$ cat config.mk
export PLATFORM = sky130hd
export DESIGN_NAME = uart_frame_parser
export DESIGN_NICKNAME = d
export VERILOG_FILES = /design/src/rtl/uart_frame_pkg.sv /design/src/rtl/uart_frame_buf.sv /design/src/rtl/uart_frame_parser.sv
export SDC_FILE = /design/constraint.sdc
export NUM_CORES = 1
export LEC_CHECK = 0
export CORE_UTILIZATION = 50
export CTS_BUF_LIST = sky130_fd_sc_hd__clkbuf_8
export DETAILED_ROUTE_END_ITERATION = 10
export PLACE_DENSITY = 0.69
export SLEW_MARGIN = 0
export SYNTH_ARGS = -nofsm -noshare
export SYNTH_HDL_FRONTEND = slang
export SYNTH_SLANG_ARGS = --single-unit
export TNS_END_PERCENT = 50
$ cat constraint.sdc
create_clock -name clk_i -period 3.02 [get_ports clk_i]
set_clock_uncertainty 0.1 [all_clocks]
set_input_delay 0.453 -clock clk_i [delete_from_list [all_inputs] [get_ports clk_i]]
set_output_delay 0.453 -clock clk_i [all_outputs]
set_load 0.03 [all_outputs]
$ cat src/rtl/uart_frame_pkg.sv
// Shared types and constants for the UART frame parser.
// The StCsum state exists only when UART_FRAME_CSUM_EN is defined.
package uart_frame_pkg;

  localparam logic [7:0]  FRAME_HDR       = 8'hAA;
  localparam int unsigned DEF_MAX_LEN     = 16;
  localparam int unsigned DEF_TIMEOUT_CYC = 2048;

  typedef enum logic [2:0] {
    StHunt,
    StCmd,
    StLen,
    StData,
`ifdef UART_FRAME_CSUM_EN
    StCsum,
`endif
    StHold
  } state_e;

  function automatic logic [7:0] sat_inc8(input logic [7:0] v);
    return (v == 8'hFF) ? v : v + 8'd1;
  endfunction

endpackage

$ cat src/rtl/uart_frame_buf.sv
// Payload buffer: one write port, one read port with a registered output.
module uart_frame_buf #(
  parameter int unsigned Depth = 16,
  parameter int unsigned AW    = $clog2(Depth)
) (
  input  logic          clk_i,
  input  logic          rst_ni,
  input  logic          wr_en_i,
  input  logic [AW-1:0] wr_addr_i,
  input  logic [7:0]    wr_data_i,
  input  logic [AW-1:0] rd_addr_i,
  output logic [7:0]    rd_data_o
);

  logic [7:0] mem_q [Depth];
  logic [7:0] rd_data_q;

  always_ff @(posedge clk_i) begin
    if (wr_en_i) begin
      mem_q[wr_addr_i] <= wr_data_i;
    end
  end

  always_ff @(posedge clk_i) begin
    if (!rst_ni) begin
      rd_data_q <= 8'h00;
    end else begin
      rd_data_q <= mem_q[rd_addr_i];
    end
  end

  assign rd_data_o = rd_data_q;

endmodule

$ cat src/rtl/uart_frame_parser.sv
// Frame parser behind the UART receiver: hunts 0xAA, captures CMD/LEN/payload, holds until ack.
// Define UART_FRAME_CSUM_EN to add the trailing checksum byte and err_csum reporting.
module uart_frame_parser
  import uart_frame_pkg::*;
#(
  parameter int unsigned MAX_LEN     = DEF_MAX_LEN,
  parameter int unsigned LW          = $clog2(MAX_LEN + 1),
  parameter int unsigned TIMEOUT_CYC = DEF_TIMEOUT_CYC,
  localparam int unsigned AW         = $clog2(MAX_LEN)
) (
  input  logic          clk_i,
  input  logic          rst_ni,
  input  logic [7:0]    rx_data_i,
  input  logic          rx_sig_i,
  input  logic          frame_ack_i,
  input  logic [AW-1:0] rd_addr_i,
  output logic [7:0]    rd_data_o,
  output logic          frame_rdy_o,
  output logic [7:0]    frame_cmd_o,
  output logic [LW-1:0] frame_len_o,
  output logic          err_len_o,
  output logic          err_timeout_o,
  output logic          err_csum_o,
  output logic [7:0]    drop_cnt_o
);

  localparam int unsigned TW = $clog2(TIMEOUT_CYC + 1);

  state_e        state_q;
  logic          rx_sig_q;
  logic          rdy_q;
  logic          err_len_q;
  logic          err_tmo_q;
  logic [7:0]    cmd_q;
  logic [7:0]    drop_q;
  logic [LW-1:0] len_q;
  logic [AW-1:0] idx_q;
  logic [TW-1:0] tmo_q, tmo_d;
`ifdef UART_FRAME_CSUM_EN
  logic [7:0]    sum_q;
  logic          err_csum_q;
`endif

  logic stb, in_frame, tmo_hit, last_byte, len_bad, wr_en;

  always_comb begin
    stb       = rx_sig_i & ~rx_sig_q;
    in_frame  = (state_q != StHunt) && (state_q != StHold);
    // A strobe on the expiry cycle keeps the frame alive.
    tmo_hit   = in_frame && !stb && (tmo_q == TW'(TIMEOUT_CYC - 1));
    tmo_d     = (in_frame && !stb && !tmo_hit) ? tmo_q + TW'(1) : '0;
    last_byte = (LW'(idx_q) == len_q - LW'(1));
    len_bad   = ({1'b0, rx_data_i} > 9'(MAX_LEN));
    wr_en     = (state_q == StData) && stb;
  end

  always_ff @(posedge clk_i) begin
    if (!rst_ni) begin
      state_q    <= StHunt;
      rx_sig_q   <= 1'b0;
      rdy_q      <= 1'b0;
      err_len_q  <= 1'b0;
      err_tmo_q  <= 1'b0;
      cmd_q      <= 8'h00;
      drop_q     <= 8'h00;
      len_q      <= '0;
      idx_q      <= '0;
      tmo_q      <= '0;
`ifdef UART_FRAME_CSUM_EN
      sum_q      <= 8'h00;
      err_csum_q <= 1'b0;
`endif
    end else begin
      rx_sig_q   <= rx_sig_i;
      tmo_q      <= tmo_d;
      err_len_q  <= 1'b0;
      err_tmo_q  <= 1'b0;
`ifdef UART_FRAME_CSUM_EN
      err_csum_q <= 1'b0;
`endif
      if (tmo_hit) begin
        err_tmo_q <= 1'b1;
        state_q   <= StHunt;
      end else begin
        unique case (state_q)
          StHunt: begin
            if (stb && rx_data_i == FRAME_HDR) state_q <= StCmd;
          end
          StCmd: begin
            if (stb) begin
              cmd_q   <= rx_data_i;
`ifdef UART_FRAME_CSUM_EN
              sum_q   <= rx_data_i;
`endif
              state_q <= StLen;
            end
          end
          StLen: begin
            if (stb) begin
              if (len_bad) begin
                err_len_q <= 1'b1;
                state_q   <= StHunt;
              end else begin
                len_q <= LW'(rx_data_i);
                idx_q <= '0;
`ifdef UART_FRAME_CSUM_EN
                sum_q <= sum_q + rx_data_i;
                state_q <= (rx_data_i == 8'h00) ? StCsum : StData;
`else
                if (rx_data_i == 8'h00) begin
                  state_q <= StHold;
                  rdy_q   <= 1'b1;
                end else begin
                  state_q <= StData;
                end
`endif
              end
            end
          end
          StData: begin
            if (stb) begin
              idx_q <= idx_q + AW'(1);
`ifdef UART_FRAME_CSUM_EN
              sum_q <= sum_q + rx_data_i;
              if (last_byte) state_q <= StCsum;
`else
              if (last_byte) begin
                state_q <= StHold;
                rdy_q   <= 1'b1;
              end
`endif
            end
          end
`ifdef UART_FRAME_CSUM_EN
          StCsum: begin
            if (stb) begin
              if (rx_data_i == sum_q) begin
                state_q <= StHold;
                rdy_q   <= 1'b1;
              end else begin
                err_csum_q <= 1'b1;
                state_q    <= StHunt;
              end
            end
          end
`endif
          StHold: begin
            // A byte arriving with the ack is still dropped, never taken as a header.
            if (stb) drop_q <= sat_inc8(drop_q);
            if (frame_ack_i) begin
              state_q <= StHunt;
              rdy_q   <= 1'b0;
            end
          end
          default: state_q <= StHunt;
        endcase
      end
    end
  end

  uart_frame_buf #(
    .Depth (MAX_LEN),
    .AW    (AW)
  ) u_buf (
    .clk_i     (clk_i),
    .rst_ni    (rst_ni),
    .wr_en_i   (wr_en),
    .wr_addr_i (idx_q),
    .wr_data_i (rx_data_i),
    .rd_addr_i (rd_addr_i),
    .rd_data_o (rd_data_o)
  );

  assign frame_rdy_o   = rdy_q;
  assign frame_cmd_o   = cmd_q;
  assign frame_len_o   = len_q;
  assign err_len_o     = err_len_q;
  assign err_timeout_o = err_tmo_q;
  assign drop_cnt_o    = drop_q;
`ifdef UART_FRAME_CSUM_EN
  assign err_csum_o    = err_csum_q;
`else
  assign err_csum_o    = 1'b0;
`endif

endmodule
==> results_dict.tcl <==
set metrics [dict create \
    clkLatencyLatePin_ns 0.45 \
    cp_max_fo 5 \
    post_cts_resized 0 \
    total_leakage_power_nw 2.80 \
    crit_chain "inv_1 -> ha_1 -> nor2b_1 -> and3b_1 -> o311ai_0 -> nand3_1 -> a311oi_1" \
    rsz0062_at_grt "no" \
    power_density_nw_per_um2 537 \
    cts_setup_buffers 0 \
    numCtsBuffers 17 \
    antenna_found_initial 1 \
    syn_area_per_cell_um2 15.9 \
    io_pins 49 \
    synth.area.top_cells "edfxtp_1 53%, dfxtp_1 14%, mux4_2 13%" \
    drtIter0Drc 326 \
    crit_required_ns 3.27 \
    relSlewSlack_pct 46.9 \
    period_share_pct 79.2 \
    crit_cells 7 \
    drc 0 \
    max_stage_delay_ns 0.65 \
    synth_edf_count 128 \
    outcome "completed" \
    synth_compound_area_share_pct 2.40 \
    period_needed_ns 2.39 \
    place_ws_ns 0.245 \
    multiInputGateArea_um2 2210 \
    yosys_most_used_dff "edfxtp_1" \
    areaGrowthSynthToFinish_pct 17.4 \
    cts.sinks 180 \
    initial_core_util_pct 51.6 \
    ys_warn_count 0 \
    grt_first_pass_wirelength_um 22200 \
    critical-path-top-delay-family "compound AO/OA/AOI/OAI gates" \
    dp_hpwl_um 9760 \
    setup_viol 0 \
    synth_top_cell_by_area "edfxtp_1" \
    ys_types 48 \
    wl_per_cell_um 20.1 \
    ys_top_cells_by_count "128 x edfxtp_1, 57 x nor2_1, 52 x dfxtp_1, 40 x mux4_2, 22 x nand2_1" \
    core_area_um2 13900 \
    yosysSeqAreaShare_pct 67.9 \
    synth_fp_nets 476 \
    cap_violations 0 \
    drt_pass1_iterations 4 \
    cts_hold_buffers 0 \
    regArea_um2 4880 \
    fillerInstances 1052 \
    cp-endpoint "state_q[0]" \
    finalCoreUtilization_pct 60.6 \
    cp.arrival_ns 2.64 \
    wirelength_um 14500 \
    post_dp_cell_area_um2 8040 \
    r2r_setup_slack_ns 0.63 \
    hold_path_class "reg2reg" \
    cp-end-kind "flip-flop" \
    synth_most_common_cell "edfxtp_1" \
    fin_nets 551 \
    fin_area_um2 8450 \
    overflow 0 \
    portBuffers 47 \
    timing.rr.start "frame_len_o[0]" \
    synth-simple-area-share_pct 9.86 \
    cts_root_buf "clkbuf_8" \
    critPathLaunchType "flip-flop" \
    routabilityCongestion 0.807 \
    worst_r2r_path_depth 7 \
    peakVddDrop_v 0.000357 \
    cts_tree "done" \
    critPathSlowestCell "o311ai_0" \
    viasPerCell 5.52 \
    htreeDepth 4 \
    clockBufferDepth 2 \
    worst_slack_ns 0.629 \
    critPathKind "reg2reg" \
    drive_gt1_share_pct 20.0 \
    tightest_slew_ns 0.796 \
    dieArea_um2 14900 \
    synth_top_family_by_area "multiplexers" \
    startpoint "frame_len_o[0]" \
    die_w_um 122 \
    path_clk_slew_ns 0.09 \
    syn_area_um2 7200 \
    synth_mux_area_share_pct 14.6 \
    track_usage_pct 21.2 \
    rows 43 \
    yosys_register_bits 180 \
    synth_top_area_share_pct 53.4 \
    ant_nets 0 \
    final-hold-violation-count 0 \
    n_antenna_cell 0 \
    synthArstFlopShare_pct 0 \
    synthAdderAreaFrac_pct 1.22 \
    slew_viol_final 0 \
    die_h_um 122 \
    fmax_mhz 418 \
    synthXorXnorAreaFrac_pct 2.56 \
    synth_cells 453 \
    crit_buf_inv 1 \
    num_vias 3982 \
    grt_pass1_vias 4000 \
    fin_setup_tns_ns 0 \
    regToRegEndpoint "state_q[0]" \
    grt_max_degree 33 \
]
## sequential cells by signal, indices dropped and copies added (netlist names)
signal,flops
idx_q,4
state_q,3
u_buf.rd_data_o,8
drop_cnt_o,8
err_timeout_o,1
err_len_o,1
u_buf.mem_q,128
rx_sig_q,1
frame_rdy_o,1
frame_cmd_o,8
tmo_q,12
frame_len_o,5
## layout by cell type (no fill, tap or decap), drive strengths merged, types with 2 or more instances in the layout
cell             n
edfxtp         128
nor2            57
a21oi            6
and4             3
and3             4
a22oi            2
nor4             2
nand2b           4
xor2            11
inv             11
and2            10
and3b            2
or2              2
ha               7
clkinv           6
dfxtp           52
clkdlybuf4s50   46
o21ai            5
buf             29
mux4            40
mux2i           15
nor3            10
a31oi            2
nand2           22
clkbuf          17
a311oi           2
bufinv           3
a211oi           2
xnor2           10
nand4            5
nor2b            2
or3              3
nand3            7
## logic make-up (layout without fill, tap and decap cells)
| family | count (synthesis) | in the layout |
|---|---|---|
| other cells | 1 | 1 |
| fa+ha+maj | 7 | 7 |
| mux | 55 | 55 |
| simple gates | 140 | 140 |
| buf+inv | 25 | 113 |
| xor+xnor | 21 | 21 |
| compound gates | 24 | 24 |
| flops | 180 | 180 |
## metrics by stage
stage               instances  power (mW)  hold WS [ns]
finish                    721        4.54         0.353
global route              721        4.68         0.390
CTS                       721        4.58         0.359
detailed placement        689        2.94         0.345
global placement          689        2.94         0.328
floorplan                 453        2.82         0.318
## final cells by class
type	count	area share, %
Clock buffer	17	2.77
Sequential cell	180	57.8
Inverter	6	0.267
Tap cell	180	2.67
Timing Repair Buffer	75	8.29
Multi-Input combinational cell	248	26.1
Clock inverter	15	2.07
## metal layers
metal  GRT usage (%)  up-vias  wire (µm)
met2            35.3      111       7200
met1            26.9     1974       6330
li1                -     1878          -
met3            5.20       17        662
met4            7.95        2        263
met5               0        -         11
## power by group
group / total (mW) / switching (mW) / internal (mW)
logic: 0.230 / 0.126 / 0.105
clock network: 1.66 / 0.836 / 0.824
registers: 2.65 / 0.00333 / 2.64
total: 4.54 / 0.965 / 3.57
## worst min path at each step
stage	start	endpoint	slack [ns]	cells past startpoint
after floorplan	tmo_q[0]	tmo_q[0]	0.32	1
after global placement	tmo_q[0]	tmo_q[0]	0.33	1
after detailed placement	tmo_q[0]	tmo_q[0]	0.35	1
after CTS	tmo_q[0]	tmo_q[0]	0.36	1
after global routing	tmo_q[0]	tmo_q[0]	0.39	1
final	tmo_q[0]	tmo_q[0]	0.35	1
Power figures use the tool's default switching activity.
